### config.mk
export PLATFORM = sky130hd
export DESIGN_NAME = axilite_to_ctrlbus
export DESIGN_NICKNAME = d
export VERILOG_FILES = /design/src/rtl/emulib_ctrlbus_pkg.sv /design/src/rtl/ctrlbus_hold_reg.sv /design/src/rtl/axilite_to_ctrlbus.sv
export SDC_FILE = /design/constraint.sdc
export NUM_CORES = 1
export LEC_CHECK = 0
export CAP_MARGIN = 20
export CORE_ASPECT_RATIO = 0.8
export CORE_UTILIZATION = 44
export CTS_CLUSTER_DIAMETER = 30
export DETAILED_ROUTE_END_ITERATION = 10
export PLACE_DENSITY_LB_ADDON = 0.05
export SETUP_SLACK_MARGIN = 0.15
export SLEW_MARGIN = 10
export SYNTH_ARGS = -nofsm -noshare
export SYNTH_HDL_FRONTEND = slang
export SYNTH_SLANG_ARGS = --single-unit
### constraint.sdc
create_clock -name clk -period 2.6 [get_ports clk]
set_input_delay 0.39 -clock clk [delete_from_list [all_inputs] [get_ports clk]]
set_output_delay 0.39 -clock clk [all_outputs]
set_load 0.005 [all_outputs]
### src/rtl/emulib_ctrlbus_pkg.sv
// Shared AXI-Lite response codes and FSM state types for the emulator control-bus initiator.
package emulib_ctrlbus_pkg;

   localparam logic [1:0] RESP_OKAY   = 2'b00;
   localparam logic [1:0] RESP_SLVERR = 2'b10;

   typedef enum logic [1:0] {
      W_IDLE  = 2'd0,
      W_ISSUE = 2'd1,
      W_RESP  = 2'd2
   } w_state_e;

   typedef enum logic [1:0] {
      R_IDLE  = 2'd0,
      R_ISSUE = 2'd1,
      R_RESP  = 2'd2
   } r_state_e;

endpackage

### src/rtl/ctrlbus_hold_reg.sv
// One-deep valid/ready holding register; full_c/data_c already include a capture happening this cycle.
module ctrlbus_hold_reg #(
   parameter int unsigned WIDTH = 32
) (
   input  logic             clk,
   input  logic             rst,
   input  logic             in_valid,
   input  logic             in_ready,
   input  logic [WIDTH-1:0] in_data,
   input  logic             clr,
   output logic             full_c,
   output logic [WIDTH-1:0] data_c
);

   logic             full_q, full_d;
   logic [WIDTH-1:0] data_q, data_d;

   always_comb begin
      full_d = full_q;
      data_d = data_q;
      if (clr) begin
         full_d = 1'b0;
      end else if (in_valid && in_ready) begin
         full_d = 1'b1;
         data_d = in_data;
      end
   end

   always_ff @(posedge clk) begin
      if (rst) begin
         full_q <= 1'b0;
         data_q <= '0;
      end else begin
         full_q <= full_d;
         data_q <= data_d;
      end
   end

   assign full_c = full_d;
   assign data_c = data_d;

endmodule

### src/rtl/axilite_to_ctrlbus.sv
// AXI4-Lite slave that turns each write/read into one single-cycle ctrl-bus strobe.
// Write and read paths run independently, one outstanding transaction each.
module axilite_to_ctrlbus
   import emulib_ctrlbus_pkg::*;
#(
   parameter int unsigned ADDR_WIDTH = 32,
   parameter int unsigned DATA_WIDTH = 32
) (
   input  logic                    clk,
   input  logic                    rst,
   input  logic                    s_axilite_awvalid,
   output logic                    s_axilite_awready,
   input  logic [ADDR_WIDTH-1:0]   s_axilite_awaddr,
   input  logic                    s_axilite_wvalid,
   output logic                    s_axilite_wready,
   input  logic [DATA_WIDTH-1:0]   s_axilite_wdata,
   input  logic [DATA_WIDTH/8-1:0] s_axilite_wstrb,
   output logic                    s_axilite_bvalid,
   input  logic                    s_axilite_bready,
   output logic [1:0]              s_axilite_bresp,
   input  logic                    s_axilite_arvalid,
   output logic                    s_axilite_arready,
   input  logic [ADDR_WIDTH-1:0]   s_axilite_araddr,
   output logic                    s_axilite_rvalid,
   input  logic                    s_axilite_rready,
   output logic [DATA_WIDTH-1:0]   s_axilite_rdata,
   output logic [1:0]              s_axilite_rresp,
   output logic                    m_ctrl_wen,
   output logic [ADDR_WIDTH-1:0]   m_ctrl_waddr,
   output logic [DATA_WIDTH-1:0]   m_ctrl_wdata,
   output logic                    m_ctrl_ren,
   output logic [ADDR_WIDTH-1:0]   m_ctrl_raddr,
   input  logic [DATA_WIDTH-1:0]   m_ctrl_rdata
);

   localparam int unsigned STRB_WIDTH   = DATA_WIDTH / 8;
   localparam int unsigned W_HOLD_WIDTH = DATA_WIDTH + STRB_WIDTH;

   w_state_e                w_state_q, w_state_d;
   logic                    awready_q, awready_d;
   logic                    wready_q, wready_d;
   logic                    bvalid_q, bvalid_d;
   logic [1:0]              bresp_q, bresp_d;
   logic                    wen_q, wen_d;
   logic [ADDR_WIDTH-1:0]   waddr_q, waddr_d;
   logic [DATA_WIDTH-1:0]   wdata_q, wdata_d;

   r_state_e                r_state_q, r_state_d;
   logic                    arready_q, arready_d;
   logic                    rvalid_q, rvalid_d;
   logic [DATA_WIDTH-1:0]   rdata_q, rdata_d;
   logic                    ren_q, ren_d;
   logic [ADDR_WIDTH-1:0]   raddr_q, raddr_d;

   logic                    hold_clr_c;
   logic                    aw_full_c, w_full_c;
   logic [ADDR_WIDTH-1:0]   aw_addr_c;
   logic [W_HOLD_WIDTH-1:0] w_hold_c;
   logic [DATA_WIDTH-1:0]   w_data_c;
   logic [STRB_WIDTH-1:0]   w_strb_c;

   ctrlbus_hold_reg #(.WIDTH(ADDR_WIDTH)) u_aw_hold (
      .clk      (clk),
      .rst      (rst),
      .in_valid (s_axilite_awvalid),
      .in_ready (awready_q),
      .in_data  (s_axilite_awaddr),
      .clr      (hold_clr_c),
      .full_c   (aw_full_c),
      .data_c   (aw_addr_c)
   );

   ctrlbus_hold_reg #(.WIDTH(W_HOLD_WIDTH)) u_w_hold (
      .clk      (clk),
      .rst      (rst),
      .in_valid (s_axilite_wvalid),
      .in_ready (wready_q),
      .in_data  ({s_axilite_wstrb, s_axilite_wdata}),
      .clr      (hold_clr_c),
      .full_c   (w_full_c),
      .data_c   (w_hold_c)
   );

   assign w_data_c = w_hold_c[DATA_WIDTH-1:0];
   assign w_strb_c = w_hold_c[W_HOLD_WIDTH-1:DATA_WIDTH];

   // Write path: decide on the edge that completes the pair so wen lands one cycle after the last handshake.
   always_comb begin
      w_state_d  = w_state_q;
      bvalid_d   = bvalid_q;
      bresp_d    = bresp_q;
      wen_d      = 1'b0;
      waddr_d    = waddr_q;
      wdata_d    = wdata_q;
      hold_clr_c = 1'b0;
      case (w_state_q)
         W_IDLE: begin
            if (aw_full_c && w_full_c) begin
               w_state_d = W_ISSUE;
               if (&w_strb_c) begin
                  wen_d   = 1'b1;
                  waddr_d = aw_addr_c;
                  wdata_d = w_data_c;
                  bresp_d = RESP_OKAY;
               end else begin
                  bresp_d = RESP_SLVERR;
               end
            end
         end
         W_ISSUE: begin
            bvalid_d  = 1'b1;
            w_state_d = W_RESP;
         end
         W_RESP: begin
            if (s_axilite_bready) begin
               bvalid_d   = 1'b0;
               hold_clr_c = 1'b1;
               w_state_d  = W_IDLE;
            end
         end
         default: w_state_d = W_IDLE;
      endcase
      awready_d = (w_state_d == W_IDLE) && !aw_full_c;
      wready_d  = (w_state_d == W_IDLE) && !w_full_c;
   end

   // Read path: endpoint data is combinational during the ren cycle and captured at its end.
   always_comb begin
      r_state_d = r_state_q;
      rvalid_d  = rvalid_q;
      rdata_d   = rdata_q;
      ren_d     = 1'b0;
      raddr_d   = raddr_q;
      case (r_state_q)
         R_IDLE: begin
            if (s_axilite_arvalid && arready_q) begin
               raddr_d   = s_axilite_araddr;
               ren_d     = 1'b1;
               r_state_d = R_ISSUE;
            end
         end
         R_ISSUE: begin
            rdata_d   = m_ctrl_rdata;
            rvalid_d  = 1'b1;
            r_state_d = R_RESP;
         end
         R_RESP: begin
            if (s_axilite_rready) begin
               rvalid_d  = 1'b0;
               r_state_d = R_IDLE;
            end
         end
         default: r_state_d = R_IDLE;
      endcase
      arready_d = (r_state_d == R_IDLE);
   end

   always_ff @(posedge clk) begin
      if (rst) begin
         w_state_q <= W_IDLE;
         awready_q <= 1'b0;
         wready_q  <= 1'b0;
         bvalid_q  <= 1'b0;
         bresp_q   <= 2'b00;
         wen_q     <= 1'b0;
         waddr_q   <= '0;
         wdata_q   <= '0;
         r_state_q <= R_IDLE;
         arready_q <= 1'b0;
         rvalid_q  <= 1'b0;
         rdata_q   <= '0;
         ren_q     <= 1'b0;
         raddr_q   <= '0;
      end else begin
         w_state_q <= w_state_d;
         awready_q <= awready_d;
         wready_q  <= wready_d;
         bvalid_q  <= bvalid_d;
         bresp_q   <= bresp_d;
         wen_q     <= wen_d;
         waddr_q   <= waddr_d;
         wdata_q   <= wdata_d;
         r_state_q <= r_state_d;
         arready_q <= arready_d;
         rvalid_q  <= rvalid_d;
         rdata_q   <= rdata_d;
         ren_q     <= ren_d;
         raddr_q   <= raddr_d;
      end
   end

   assign s_axilite_awready = awready_q;
   assign s_axilite_wready  = wready_q;
   assign s_axilite_bvalid  = bvalid_q;
   assign s_axilite_bresp   = bresp_q;
   assign s_axilite_arready = arready_q;
   assign s_axilite_rvalid  = rvalid_q;
   assign s_axilite_rdata   = rdata_q;
   assign s_axilite_rresp   = RESP_OKAY;
   assign m_ctrl_wen        = wen_q;
   assign m_ctrl_waddr      = waddr_q;
   assign m_ctrl_wdata      = wdata_q;
   assign m_ctrl_ren        = ren_q;
   assign m_ctrl_raddr      = raddr_q;

endmodule

# ---- After elaboration in Yosys (flattened, before gate mapping)
# Index checks and enable logic that the tools add are counted.
dict set report totals {
  reg_bits 211
  out_inout_bits 139
  wordCells 72
}
dict set report classes {
  n_eq_ne 6
  n_mux 23
  bitwise_logic 3
  n_reduce_logical 22
}
# operator n
set op_table {}
lappend op_table {{36-bit two-way mux} 2}
lappend op_table {{32-bit two-way mux} 2}
lappend op_table {{2-bit case mux with 3 select lines} 2}
lappend op_table {{1-bit two-way mux} 10}
lappend op_table {{2-bit two-way mux} 5}
lappend op_table {{2-bit logical NOT} 4}
lappend op_table {{2-bit AND reduction} 4}
lappend op_table {{1-bit logical AND} 6}
lappend op_table {{6-bit AND reduction} 1}
lappend op_table {{2-bit by 1-bit equality test with 1-bit output, second input constant} 2}
lappend op_table {{2-bit equality test, second input constant} 2}
lappend op_table {{2-bit != test, second input constant} 2}
lappend op_table {{1-bit case mux with 2 select lines} 2}
lappend op_table {{4-bit AND reduction} 1}
lappend op_table {{2-bit nonzero test} 2}
lappend op_table {{1-bit NOT} 3}
lappend op_table {{3-bit OR reduction} 1}
lappend op_table {{1-bit logical NOT} 2}
lappend op_table {{2-bit OR reduction} 1}

# ---- Longest topological paths before layout
# Gate-level depths: netlist of run 1.
dict set report logic_depth {
  ltp_word 8
  depth_mapped 8
  ltp_nobuf 4
}

# ---- Hierarchy
# Synthesis of run 1 repeated with hierarchy kept, for this count alone.
dict set report hier_totals {
  cells_unflattened 916
  hier_area_um2 9646.8
}
# mod n_inst cells_per_inst area_per_inst_um2 seq_area_each_um2
set by_module_without_submodules {}
lappend by_module_without_submodules {axilite_to_ctrlbus 1 535 5481.5 2802.7}
lappend by_module_without_submodules {{ctrlbus_hold_reg (u_w_hold)} 1 201 2248.4 740.7}
lappend by_module_without_submodules {{ctrlbus_hold_reg (u_aw_hold)} 1 180 1916.8 660.6}

# ---- Worst setup path after synthesis of run 1
# No wires, ideal clock.
dict set report synth_timing {
  kind {register -> register}
  start {register w_state_q[1]}
  end {register waddr_q[0] (netlist: m_ctrl_waddr[0])}
  setup_ns 0.092
  arrival_ns 1.770
  slack_ns 0.737
  stages_incl_launch_ff 9
  n_path_buf 4
  synth_period_minus_slack_ns 1.863
  path_cell_list {dfxtp_1 -> buf_2 -> and3b_1 -> clkbuf_1 -> or3_4 -> a211o_1 -> buf_6 -> buf_6 -> o32ai_1}
}
dict set report synth_via {
  elab_chain_cells 5
  elab_cells_between_ends 9
  classes_between {eq/ne (1); mux (5); reduce/logical (3)}
}
# item line_no
set synth_rtl {}
lappend synth_rtl {{start: declaration} axilite_to_ctrlbus.sv:39} ;# w_state_e w_state_q, w_state_d;
lappend synth_rtl {{start signal: assignment} axilite_to_ctrlbus.sv:175} ;# w_state_q <= w_state_d;
lappend synth_rtl {{2-bit equality test} axilite_to_ctrlbus.sv:96} ;# case (w_state_q)
lappend synth_rtl {{1-bit two-way mux} axilite_to_ctrlbus.sv:96}
lappend synth_rtl {{1-bit two-way mux} ctrlbus_hold_reg.sv:21} ;# if (clr) begin
lappend synth_rtl {{1-bit logical AND} axilite_to_ctrlbus.sv:98} ;# if (aw_full_c && w_full_c) begin
lappend synth_rtl {{6-bit AND reduction (no line)} --}
lappend synth_rtl {{end signal: assignment} axilite_to_ctrlbus.sv:181} ;# waddr_q <= waddr_d;
lappend synth_rtl {{end: declaration} axilite_to_ctrlbus.sv:45} ;# logic [ADDR_WIDTH-1:0] waddr_q, waddr_d;
# Parallel ways exist; a longest one is shown, timed or not.
# A chain may end at the register's enable or synchronous reset.

# ---- Worst setup path in the final report of run 1
dict set report layout_timing {
  start {register w_state_q[0]}
  end {register waddr_q[31] (netlist: m_ctrl_waddr[31])}
}
# The elaborated chain is that of the path after synthesis.

==> flow_summary.json, run 1 <==
{
  "nets": 1190,
  "netlist_instances": 788,
  "slew_violations": 0,
  "grt_max_degree": 85,
  "p_leak_uw": 0.004326,
  "diodes": 0,
  "postSynthAreaPerCell_sq_um": 9.335,
  "synth_top_area_share_pct": 57.15,
  "ir_drop_v": 0.0005272,
  "die-area_sq_mm": 0.01724,
  "r2r_start": "w_state_q[0]",
  "min_path_type": "in2reg",
  "startpoint": "w_state_q[0]",
  "drtPass1Iterations": 6,
  "rsz0062_at_grt": "no",
  "fin_crit_sh_pct": 76.34,
  "cp_data_arrival_time_ns": 2.37,
  "wl_per_cell_um": 14.79,
  "clk_pin_slew_worst_paths_ns": 0.05,
  "layout_commonest_cell": "clkdlybuf4s50_1",
  "cp_max_fo": 22,
  "cp-end-kind": "flop",
  "routed_via_density": 4.888,
  "max_clock_freq_mhz": 503.8,
  "utilization_pct": 72.26,
  "cts.sinks": 210,
  "drive_gt1_share_pct": 8.141,
  "initial_utilization_pct": 45.81,
  "synth_top_area_cell": "dfxtp_1",
  "cts_root_buf": "clkbuf_16",
  "grt.total_usage_pct": 21.94,
  "r2r_cells": 5,
  "die_h_um": 117.6,
  "clk_latency_ns": 0.49,
  "grt_overflow": 0,
  "final_cell_mix": "273 x clkdlybuf4s50_1, 210 x dfxtp_1, 139 x nand2_1",
  "endpoint": "m_ctrl_waddr[31]",
  "cts_buffers": 38,
  "wirelength_um": 19160,
  "post_cts_buffers": 0,
  "rows": 41,
  "htreeDepth": 2,
  "hold_viol_final": 0,
  "hpwl_um": 12100,
  "synth.area.top_cells": "dfxtp_1 57%, mux2i_1 8.7%, o32ai_1 7.6%",
  "final_cell_area_sq_mm": 0.01160,
  "place_congestion": 0.7480,
  "netlist_area_sq_mm": 0.007356,
  "worstSetupPathType": "reg2reg",
  "regToRegEndpoint": "m_ctrl_waddr[31]",
  "outcome": "finished clean",
  "io_buffers": 274,
  "grt_pass1_vias": 6094,
  "first_iter_violations": 288,
  "cp.required_ns": 2.99,
  "rrSetupSlack_ns": 0.62,
  "max-cap-violations": 0,
  "area_delta_synth_final_pct": 57.73,
  "hold_ws_ns": 0.2910,
  "grt_pass1_wl_um": 30730,
  "antenna_found_initial": 0,
  "period_needed_ns": 1.985,
  "drc_errors": 0,
  "yosysSeqAreaShare_pct": 57.15,
  "ys_types": 31,
  "total_power_uw": 9165,
  "cts_hold_buffers": 0,
  "num_vias": 6335,
  "dpl_cell_area_sq_mm": 0.01025,
  "cts_resized": 0,
  "p_per_area_mw_per_mm2": 789.9,
  "die_w_um": 146.6,
  "clk_path_buf_depth": 3,
  "ioPinCount": 278,
  "yosys_warnings": 0,
  "clock_skew_ns": 0.01006,
  "ys_ff_latch": 210,
  "setup_violations": 0,
  "core_area_sq_mm": 0.01606,
  "tns_ns": 0,
  "cp-start-kind": "flop",
  "ant_nets": 0,
  "cts_tree": "done"
}
cell usage after synthesis:
master	number
a211o_1	3
mux2i_1	64
buf_6	6
and4_1	1
clkbuf_1	38
dfxtp_1	210
buf_2	14
nor2_1	75
buf_1	3
a21oi_2	1
nand3_1	2
nand2b_1	3
nand2_1	139
conb_1	1
nor2b_1	3
nor3_1	4
or3_4	1
inv_1	66
nand4_1	1
and2_1	1
and3_1	2
o22ai_1	1
o32ai_1	64
a22o_1	1
nand3b_1	1
or4_1	1
buf_4	4
and3b_1	1
a21oi_1	74
o21ai_0	1
a31oi_1	2
state kept, by name, summed over array words and instances (netlist names), 2 cells and up:
signal	cells
u_w_hold.data_q	36
m_ctrl_raddr	32
m_ctrl_waddr	32
m_ctrl_wdata	32
s_axilite_rdata	32
u_aw_hold.data_q	32
r_state_q	2
w_state_q	2
cell type report:
class | count | area [sq um]
Fill cell | 1267 | 4454
Sequential cell | 210 | 4204
Timing Repair Buffer | 286 | 2922
Multi-Input combinational cell | 449 | 2608
Clock buffer | 46 | 1085
Tap cell | 215 | 269.0
Clock inverter | 24 | 267.8
Inverter | 66 | 247.7
routing by layer:
metal / global-route usage, % / vias up / wire length (um) / part of all wire (%)
met5: 0 / - / 0 / 0
met4: 8.138 / 0 / 484 / 2.5
met3: 7.403 / 38 / 1491 / 7.8
met2: 34.97 / 218 / 8747 / 46
met1: 27.44 / 2895 / 8441 / 44
li1: - / 3184 / - / -
kinds of logic (layout without fill, tap and decap cells):
logic type             after synthesis  in the layout  synth area share [%]
AND/OR/NAND/NOR                    235            235                 12.77
flip-flops                         210            210                 57.15
AO/OA/AOI/OAI                      147            147                 13.57
buffers and inverters              131            422                 7.739
multiplexers                        64             64                 8.709
other                                1              3               0.05098
critical path, cell delays in order (launching register included):
cell and delay [ns]:
dfxtp_1 0.44, and3b_1 0.27, or3_4 0.41, a211o_2 0.38, buf_4 0.23, o32ai_1 0.15
through the flow:
stage | cells | setup slack, ns
3_5_place_dp | 1226 | 0.1285
6_report | 1296 | 0.6150
2_1_floorplan | 790 | 0.7373
5_1_grt | 1296 | 0.4715
3_3_place_gp | 1226 | 0.1865
4_1_cts | 1296 | 0.6122
worst min path at each step:
stage	start	end	slack, ns	cells after the start
2_1_floorplan	u_w_hold.data_q[35]	u_w_hold.data_q[35]	0.43	2
3_3_place_gp	s_axilite_rdata[17]	s_axilite_rdata[17]	0.44	2
3_5_place_dp	s_axilite_rdata[28]	s_axilite_rdata[28]	0.45	2
4_1_cts	rst	u_aw_hold.data_q[0]	0.29	2
5_1_grt	rst	u_w_hold.data_q[29]	0.30	2
6_report	rst	u_aw_hold.data_q[0]	0.29	2
power by group:
| group | total [uW] | internal, uW | switching (uW) |
|---|---|---|---|
| logic | 730 | 415 | 314 |
| clock network | 5040 | 3390 | 1650 |
| registers | 3390 | 3340 | 48.1 |
(Power assumes the default switching activity.)
==> run 2: changes to the inputs <==
==> constraint.sdc (replaced) <==
create_clock -name clk -period 1.86 [get_ports clk]
set_input_delay 0.279 -clock clk [delete_from_list [all_inputs] [get_ports clk]]
set_output_delay 0.279 -clock clk [all_outputs]
set_load 0.005 [all_outputs]
==> flow_summary.json, run 2 (same netlist as run 1, synthesis figures left out) <==
{
  "area_delta_synth_final_pct": 65.23,
  "crit_buf_inv": 1,
  "drtPass1Iterations": 4,
  "cts_tree": "done",
  "slew_violations": 0,
  "critPathMaxStageDelay_ns": 0.44,
  "r2r_cells": 5,
  "p_leak_uw": 0.004612,
  "hold_path_end": "u_w_hold.data_q[13]",
  "clk_latency_ns": 0.49,
  "fin_ws_ns": 0.05391,
  "startpoint": "w_state_q[0]",
  "setup_violations": 0,
  "outcome": "finished clean",
  "grt-busiest-layer": "met2",
  "layout_commonest_cell": "clkdlybuf4s50_1",
  "routed_via_density": 4.877,
  "nets": 1226,
  "rows": 41,
  "hold_viol_final": 0,
  "largest_reg_flops": 36,
  "io_buffers": 274,
  "ir_drop_v": 0.0007311,
  "htreeDepth": 2,
  "use_met1_pct": 28.20,
  "rsz0062_at_grt": "yes",
  "critical_path.top_delay_family": "simple AND/OR/NAND/NOR gates",
  "cts_buffers": 36,
  "cts.sinks": 210,
  "fin_crit_sh_pct": 97.10,
  "grt_max_degree": 100,
  "ant_nets": 0,
  "cp_cell_sequence": "and3b_1, or3_4, a211o_4, clkbuf_16, o32ai_1",
  "pre_cts_ws_ns": -0.3629,
  "die_h_um": 117.6,
  "core_area_sq_mm": 0.01606,
  "cp_max_fo": 9,
  "wl_per_cell_um": 16.07,
  "cts_hold_buffers": 0,
  "utilization_pct": 75.70,
  "antenna_found_initial": 0,
  "drive_gt1_share_pct": 12.40,
  "grt_overflow": 0,
  "wirelength_um": 21340,
  "first_iter_violations": 323,
  "cp-end-kind": "flop",
  "clk_pin_slew_worst_paths_ns": 0.05,
  "initial_utilization_pct": 45.81,
  "period_needed_ns": 1.806,
  "grt_pass1_wl_um": 31480,
  "min_path_type": "in2reg",
  "cp_data_arrival_time_ns": 2.19,
  "grt.total_usage_pct": 22.61,
  "regMostFlops": "u_w_hold.data_q",
  "clk_path_buf_depth": 3,
  "place_congestion": 0.7524,
  "grt_use_met3_pct": 7.636,
  "rrSetupSlack_ns": 0.05,
  "diodes": 0,
  "final_cell_mix": "270 x clkdlybuf4s50_1, 208 x dfxtp_1, 138 x nand2_1",
  "die-area_sq_mm": 0.01724,
  "cts_root_buf": "clkbuf_16",
  "fillCellCount": 1175,
  "grt.met2_usage_pct": 36.85,
  "drc_errors": 0,
  "max_clock_freq_mhz": 553.7,
  "cp-start-kind": "flop",
  "cp.required_ns": 2.25,
  "ioPinCount": 278,
  "p_per_area_mw_per_mm2": 1017,
  "clock_skew_ns": 0.01014,
  "r2r_start": "w_state_q[0]",
  "worstSetupPathType": "reg2reg",
  "regToRegEndpoint": "m_ctrl_wdata[31]",
  "whs_path_depth": 3,
  "min_from": "rst",
  "num_vias": 6476,
  "die_w_um": 146.6,
  "critical-path-slowest-cell": "a211o_4",
  "grt_pass1_vias": 6121,
  "hpwl_um": 12800,
  "max-cap-violations": 0
}
## run 2: cell count changes in the layout (fill, tap and decap cells not counted), sizes merged
cell | previous run | this run
dlymetal6s2s | 0 | 1
buf | 13 | 43
a211o | 3 | 4
inv | 70 | 69
clkinv | 9 | 7
dlygate4sd2 | 0 | 2
bufinv | 4 | 3
clkdlybuf4s50 | 273 | 270
clkbuf | 46 | 51
## run 2: how the worst max path moves through the flow
stage | endpoint | slack (ns) | cells past startpoint
5_1_grt | m_ctrl_wdata[25] | 0.02 | 5
3_5_place_dp | m_ctrl_wdata[4] | -0.36 | 6
6_report | m_ctrl_wdata[31] | 0.05 | 5
4_1_cts | m_ctrl_wdata[11] | 0.10 | 7
2_1_floorplan | m_ctrl_waddr[0] | 0.09 | 7
3_3_place_gp | m_ctrl_waddr[20] | -0.31 | 6
## run 2: worst register-to-register path: cells and delay by family (launching register included)
family / cells / cell delay, ns
flip-flops: 1 / 0.34
buffers and inverters: 1 / 0.21
AND/OR/NAND/NOR: 2 / 0.59
AO/OA/AOI/OAI: 2 / 0.57
## run 2: final cells by class
| class | count | area [sq um] | area share, % |
|---|---|---|---|
| Clock buffer | 44 | 1002 | 8.246 |
| Timing Repair Buffer | 323 | 3466 | 28.52 |
| Sequential cell | 210 | 4207 | 34.61 |
| Clock inverter | 20 | 219.0 | 1.802 |
| Multi-Input combinational cell | 450 | 2744 | 22.58 |
| Inverter | 66 | 247.7 | 2.038 |
| Tap cell | 215 | 269.0 | 2.213 |
## run 2: layer usage
layer	wire, um	up-vias
met2	10010	212
met3	1642	29
li1	-	3259
met5	0	-
met4	323	0
met1	9368	2976
## run 2: timing repair
item,4_1_cts,5_1_grt
pin swaps,0,3
gates resized for setup,13,13
setup endpoints to repair,55,66
buffers inserted,4,2
cloned,2,11
## run 2: where the power goes
group / switching, uW / leakage (uW) / internal (uW)
clock network: 2230 / 0.000579 / 4270
registers: 60.7 / 0.00170 / 4670
logic: 479 / 0.00233 / 640
total: 2770 / 0.00461 / 9580
## run 2: metrics by stage
stage / power, uW / setup TNS (ns) / std cells / cell area, sq um / hold WS [ns]
floorplan: 5299 / 0 / 790 / 7457 / 0.4150
detailed placement: 5917 / -21.90 / 1245 / 10520 / 0.4445
global route: 12800 / 0 / 1328 / 12150 / 0.3174
CTS: 12460 / 0 / 1315 / 11860 / 0.2750
global placement: 5907 / -19.17 / 1245 / 10520 / 0.4411
finish: 12360 / 0 / 1328 / 12150 / 0.2946
